`src/rtl/mic_emi_arb.sv`:
```
// mic_emi_arb: N-port arbiter/bridge from CPU-side EMI requesters onto the
// control side of one mic_m_if master interface. Only one transaction is in
// flight at a time. Each grant produces a single req_start pulse, and beat
// handshakes are routed back to the granted port.
//
// Parameters: NUM_PORTS (1..8), CL_BEATS (beats per cache line),
//             ARB_MODE (0 = fixed priority, 1 = round-robin).
// Ports:
//   clk, reset (sync, active-high)
//   emi_*      per-port request side (addr/wdata/size/RnW/req in, rdata/valid out)
//   req_*      mic_m_if request channel
//   read_*     mic_m_if read data channel
//   write_*    mic_m_if write data channel
//   stat_grants  per-port completed-transaction counters; this port exists
//                only when MIC_EMI_ARB_STATS_EN is defined
module mic_emi_arb #(
  parameter int unsigned NUM_PORTS = 2,
  parameter int unsigned CL_BEATS  = 4,
  parameter int unsigned ARB_MODE  = 0
) (
  input  logic                   clk,
  input  logic                   reset,
  input  logic [NUM_PORTS*32-1:0] emi_addr,
  input  logic [NUM_PORTS*64-1:0] emi_wdata,
  input  logic [NUM_PORTS*2-1:0]  emi_size,
  input  logic [NUM_PORTS-1:0]    emi_RnW,
  input  logic [NUM_PORTS-1:0]    emi_req,
  output logic [63:0]             emi_rdata,
  output logic [NUM_PORTS-1:0]    emi_valid,
  input  logic                   req_ready,
  output logic                   req_start,
  output logic                   req_RnW,
  output logic [7:0]             req_beats,
  output logic [28:0]            req_address,
  output logic [4:0]             req_byte_enables,
  input  logic [63:0]            read_data,
  input  logic                   read_data_valid,
  output logic                   read_data_ready,
  output logic [63:0]            write_data,
  output logic                   write_data_valid,
`ifdef MIC_EMI_ARB_STATS_EN
  output logic [NUM_PORTS*16-1:0] stat_grants,
`endif
  input  logic                   write_data_ready
);

  localparam int unsigned IDX_W = (NUM_PORTS > 1) ? $clog2(NUM_PORTS) : 1;
  localparam logic [7:0] CL_LAST = 8'(CL_BEATS - 1);
  localparam logic [IDX_W-1:0] RR_INIT = IDX_W'(NUM_PORTS - 1);

  typedef enum logic {IDLE, XFER} state_e;

  state_e                state_q, state_d;
  logic [IDX_W-1:0]      grant_q, grant_d;
  logic [IDX_W-1:0]      ptr_q, ptr_d;
  logic [7:0]            cnt_q, cnt_d;
  logic                  req_start_q, req_start_d;

  logic [IDX_W-1:0]      pick;
  logic                  arb_found;
  int unsigned           arb_idx;
  logic [NUM_PORTS-1:0]  req_sh;
  logic                  beat;

  logic [31:0]           g_addr;
  logic [63:0]           g_wdata;
  logic [1:0]            g_size;
  logic                  g_rnw;
  logic [1:0]            pick_size;

`ifdef MIC_EMI_ARB_STATS_EN
  logic [NUM_PORTS-1:0][15:0] stat_q, stat_d;
  assign stat_grants = stat_q;
`endif

  assign req_start       = req_start_q;
  assign read_data_ready = 1'b1;

  // Arbiter. Fixed mode scans upward from port 0.
  // Round-robin mode scans upward starting at ptr+1 and wraps modulo NUM_PORTS.
  always_comb begin
    arb_found = 1'b0;
    pick      = '0;
    arb_idx   = 0;
    req_sh    = '0;
    for (int unsigned k = 0; k < NUM_PORTS; k++) begin
      if (ARB_MODE == 1) arb_idx = (32'(ptr_q) + k + 1) % NUM_PORTS;
      else               arb_idx = k;
      req_sh = emi_req >> arb_idx;
      if (!arb_found && req_sh[0]) begin
        arb_found = 1'b1;
        pick      = IDX_W'(arb_idx);
      end
    end
  end

  // Select the granted port's request fields and the candidate port's size.
  always_comb begin
    g_addr    = '0;
    g_wdata   = '0;
    g_size    = '0;
    g_rnw     = 1'b1;
    pick_size = '0;
    for (int unsigned p = 0; p < NUM_PORTS; p++) begin
      if (grant_q == IDX_W'(p)) begin
        g_addr  = emi_addr[p*32 +: 32];
        g_wdata = emi_wdata[p*64 +: 64];
        g_size  = emi_size[p*2 +: 2];
        g_rnw   = emi_RnW[p];
      end
      if (pick == IDX_W'(p)) pick_size = emi_size[p*2 +: 2];
    end
  end

  // Next-state logic and the combinational XFER outputs.
  always_comb begin
    state_d          = state_q;
    grant_d          = grant_q;
    ptr_d            = ptr_q;
    cnt_d            = cnt_q;
    req_start_d      = 1'b0;
    beat             = 1'b0;
    req_RnW          = 1'b1;
    req_beats        = 8'h00;
    req_address      = '0;
    req_byte_enables = 5'h1f;
    write_data       = '0;
    write_data_valid = 1'b0;
    emi_rdata        = '0;
    emi_valid        = '0;
`ifdef MIC_EMI_ARB_STATS_EN
    stat_d           = stat_q;
`endif
    case (state_q)
      IDLE: begin
        if (req_ready && arb_found) begin
          state_d     = XFER;
          grant_d     = pick;
          req_start_d = 1'b1;
          cnt_d       = (pick_size == 2'b11) ? CL_LAST : 8'h00;
          if (ARB_MODE == 1) ptr_d = pick;
        end
      end
      XFER: begin
        req_RnW          = g_rnw;
        req_address      = g_addr[31:3];
        req_beats        = (g_size == 2'b11) ? CL_LAST : 8'h00;
        write_data       = g_wdata;
        write_data_valid = ~g_rnw;
        emi_rdata        = read_data;
        case (g_size)
          2'b11:   req_byte_enables = 5'h1f;
          2'b10:   req_byte_enables = {2'b10, g_addr[2], 2'b00};
          2'b01:   req_byte_enables = {2'b01, g_addr[2:1], 1'b0};
          default: req_byte_enables = {2'b00, g_addr[2:0]};
        endcase
        // Suppress beat strobes during the reset cycle itself.
        beat = (g_rnw ? read_data_valid : write_data_ready) & ~reset;
        for (int unsigned p = 0; p < NUM_PORTS; p++) begin
          emi_valid[p] = beat && (grant_q == IDX_W'(p));
        end
        if (beat) begin
          if (cnt_q != 8'h00) begin
            cnt_d = cnt_q - 8'd1;
          end else begin
            state_d = IDLE;
`ifdef MIC_EMI_ARB_STATS_EN
            for (int unsigned p = 0; p < NUM_PORTS; p++) begin
              if (grant_q == IDX_W'(p)) stat_d[p] = stat_q[p] + 16'd1;
            end
`endif
          end
        end
      end
      default: state_d = IDLE;
    endcase
  end

  // State registers.
  always_ff @(posedge clk) begin
    if (reset) begin
      state_q     <= IDLE;
      grant_q     <= '0;
      ptr_q       <= RR_INIT;
      cnt_q       <= 8'h00;
      req_start_q <= 1'b0;
`ifdef MIC_EMI_ARB_STATS_EN
      stat_q      <= '0;
`endif
    end else begin
      state_q     <= state_d;
      grant_q     <= grant_d;
      ptr_q       <= ptr_d;
      cnt_q       <= cnt_d;
      req_start_q <= req_start_d;
`ifdef MIC_EMI_ARB_STATS_EN
      stat_q      <= stat_d;
`endif
    end
  end

endmodule

```
`config.mk`:
```
export PLATFORM = sky130hd
export DESIGN_NAME = mic_emi_arb
export DESIGN_NICKNAME = d
export VERILOG_FILES = /design/src/rtl/mic_emi_arb.sv
export SDC_FILE = /design/constraint.sdc
export NUM_CORES = 1
export LEC_CHECK = 0
export CORE_AREA = 2 2 174 176
export DETAILED_ROUTE_END_ITERATION = 7
export DIE_AREA = 0 0 176 178
export PLACE_DENSITY = 0.4
export SYNTH_ARGS = -nofsm -noshare
export SYNTH_HDL_FRONTEND = slang
export SYNTH_SLANG_ARGS = --single-unit
```
`constraint.sdc`:
```
create_clock -name clk -period 3.5 [get_ports clk]
set_input_delay 0.35 -clock clk [delete_from_list [all_inputs] [get_ports clk]]
set_output_delay 0.35 -clock clk [all_outputs]
set_load 0.005 [all_outputs]
```
==> impl_metrics.toml <==
[setup_path]
worstPathRequired_ns = 3.15
crit_arrival_ns = 2.38
worstSetupEndpointType = "output pin"
critPathKind = "flop to output pin"
start_kind = "flop"
cp_max_fo = 17

[floorplanning]
dieWidth_um = 176
fp.dieArea_mm2 = 0.0313
dieHeight_um = 178
rows = 63
core-area_mm2 = 0.0294
io_pins = 445
start_util_pct = 9.21

[routing]
wl_met2_um = 11000
drt_pass1_iterations = 4
drtIter0Drc = 113
highest_layer = "met4"
wl_um = 20800
met1Wirelength_um = 8490
antenna_left = 0
post-route-drc-count = 0
num_vias = 4265
dr_wl_met3_um = 1250
post_drt_wl_per_cell_um = 17.4
vias_per_cell = 3.57

[power]
irDropWorstVdd_v = 0.000130
p_total_uw = 1480
power.density_mw_per_mm2 = 196
p_int_uw = 982
clkPwrFrac_pct = 14.3
comb_power_share_pct = 74.4
p_seq_share_pct = 11.3
power.switching_uw = 501
leakage_uw = 0.00263
switching_share_pct = 33.8

[clock_network]
cts-htree-levels = 1
clock_path_buffers = 2
cts_resized = 0
clock_latency_ns = 0.24
numCtsBuffers = 3
cts_tree = "yes"
clock-sinks = 11
cts-hold-fix-buffers = 0
path_clk_slew_ns = 0.04
cts_setup_buffers = 0
clk_root_buffer_cell = "clkbuf_16"

[grt]
antenna_found_initial = 0
grt_use_total_pct = 11.9
grt_max_degree = 99
grt_pass1_vias = 4163
grt_pass1_wl_um = 28300
overflow = 0

[sta]
finalCritPeriodShare_pct = 78.0
finalMaxSlewViolations = 0
rsz0062_at_grt = "no"
setup_viol = 0
fin_setup_tns_ns = 0
skew_ns = 0.00114
timing.fmax_mhz = 366
worst_pin_slew_ns = 0.550
slew_headroom_pct = 62.3
period_needed_ns = 2.73
hold_violations = 0

[logic_synthesis]
yosys.area.top_type = "mux2i_1"
synth_top_area_share_pct = 37.3
ys_types = 44
ys_ff_latch = 11
synth-edff-count = 0
synth_commonest_cells = "101 x mux2i_1, 96 x nor2_1, 67 x and2_1, 15 x clkbuf_1"
ys.warnings.count = 0
syn_area_per_cell_um2 = 6.93
syn-cell-area_mm2 = 0.00271
yosysSeqAreaShare_pct = 8.13
synthTopCellsByArea = "mux2i_1 37%, and2_1 15%, nor2_1 13%, dfxtp_1 8.1%, buf_4 2.5%"
netlist_instances = 391
yosysMostFrequentCell = "mux2i_1"
async_flop_share_pct = 0
synthFlopType = "dfxtp_1"

[cells_and_area]
fillers = 3224
syn2layout_area_growth_pct = 179
nets = 1076
drive_above_1_share_pct = 2.61

[placement]
hpwlAfterDp_um = 17600
io_buffers = 437
gp_congestion = 0.763

[flow_run]
maxCapViolations = 0

[run_status]
outcome = "completed"

[hold_path]
hold_class = "flop to flop"
## path summary, 6_finish.rpt
path	from	endpoint	slack, ns	depth (start not counted)
max	grant_q	req_byte_enables[1]	0.77	4
min	cnt_q[1]	cnt_q[1]	0.52	2
max reg2reg	grant_q	cnt_q[7]	1.21	5
min reg2reg	cnt_q[1]	cnt_q[1]	0.52	2
## critical path, stage by stage, from the launching register on
cell             delay [ns]
dfxtp_4                0.57
mux2i_1                0.55
mux2_2                 0.41
nand2_1                0.07
clkdlybuf4s50_1        0.54
## kinds of logic (layout without fill, tap and decap cells)
group,Yosys count,in the layout,synth area share [%]
other,2,8,0.277
AO/OA/AOI/OAI,22,22,6.10
multiplexers,104,104,38.6
AND/OR/NAND/NOR,202,202,37.6
adder cells (fa/ha/maj),2,2,0.924
flip-flops,11,11,8.13
buffers and inverters,48,456,8.41
## per-stage QoR
step / instances / cell area, um^2 / setup WS [ns] / util (%) / hold slack (ns)
global route: 1194 / 7570 / 0.628 / 25.7 / 0.572
CTS: 1194 / 7570 / 0.691 / 25.7 / 0.521
detailed placement: 1190 / 7490 / 0.832 / 25.5 / 0.514
global placement: 1190 / 7490 / 0.868 / 25.5 / 0.512
finish: 1195 / 7570 / 0.769 / 25.7 / 0.515
floorplan: 396 / 2730 / 1.82 / - / 0.447
## power by group through the flow
stage          logic (uW)  registers, uW  clock network [uW]
2_1_floorplan         409            157                   0
3_3_place_gp         1120            171                   0
3_5_place_dp         1120            171                   0
4_1_cts              1130            168                 217
5_1_grt              1190            171                 224
6_report             1100            168                 211
## routing by layer
layer  up-vias  global-route usage, %
met1      1934                   14.4
met3         2                   1.83
met5         -                      0
li1       2148                      -
met4         0                  0.413
met2       181                   23.1
## layout make-up
cell class / instances / area, um^2 / area share (%)
repair buffers: 444 / 4460 / 59.0
multi-input cells: 337 / 2280 / 30.1
well taps: 390 / 488 / 6.45
flip-flops and latches: 11 / 225 / 2.98
clock buffers: 4 / 78.8 / 1.04
inverters: 8 / 31.3 / 0.413
diodes: 1 / 2.50 / 0.0331
## flip-flops by register name (all words and copies together), names as in the netlist
register	flops
req_start	1
cnt_q	8
state_q	1
grant_q	1
## cells in the final DEF, fill, tap and decap left out, types with 2 or more instances in the layout
| cell type | netlist | layout |
|---|---|---|
| clkbuf_16 | 0 | 3 |
| inv_1 | 7 | 7 |
| a211oi_1 | 2 | 2 |
| or3_1 | 3 | 3 |
| ha_1 | 2 | 2 |
| nand2_1 | 7 | 7 |
| nand3_1 | 5 | 5 |
| and2_1 | 67 | 67 |
| conb_1 | 2 | 7 |
| nand4_1 | 3 | 3 |
| a311o_1 | 2 | 2 |
| buf_12 | 0 | 3 |
| nor2_1 | 96 | 96 |
| mux2_2 | 3 | 3 |
| nor3b_1 | 3 | 3 |
| clkdlybuf4s50_1 | 0 | 437 |
| mux2i_1 | 101 | 101 |
| nor3_1 | 5 | 5 |
| o211ai_1 | 3 | 3 |
| a21oi_1 | 2 | 2 |
| a31oi_1 | 5 | 5 |
| dfxtp_1 | 11 | 9 |
| nand2b_1 | 2 | 2 |
| buf_4 | 9 | 4 |
(Power assumes the default switching activity.)
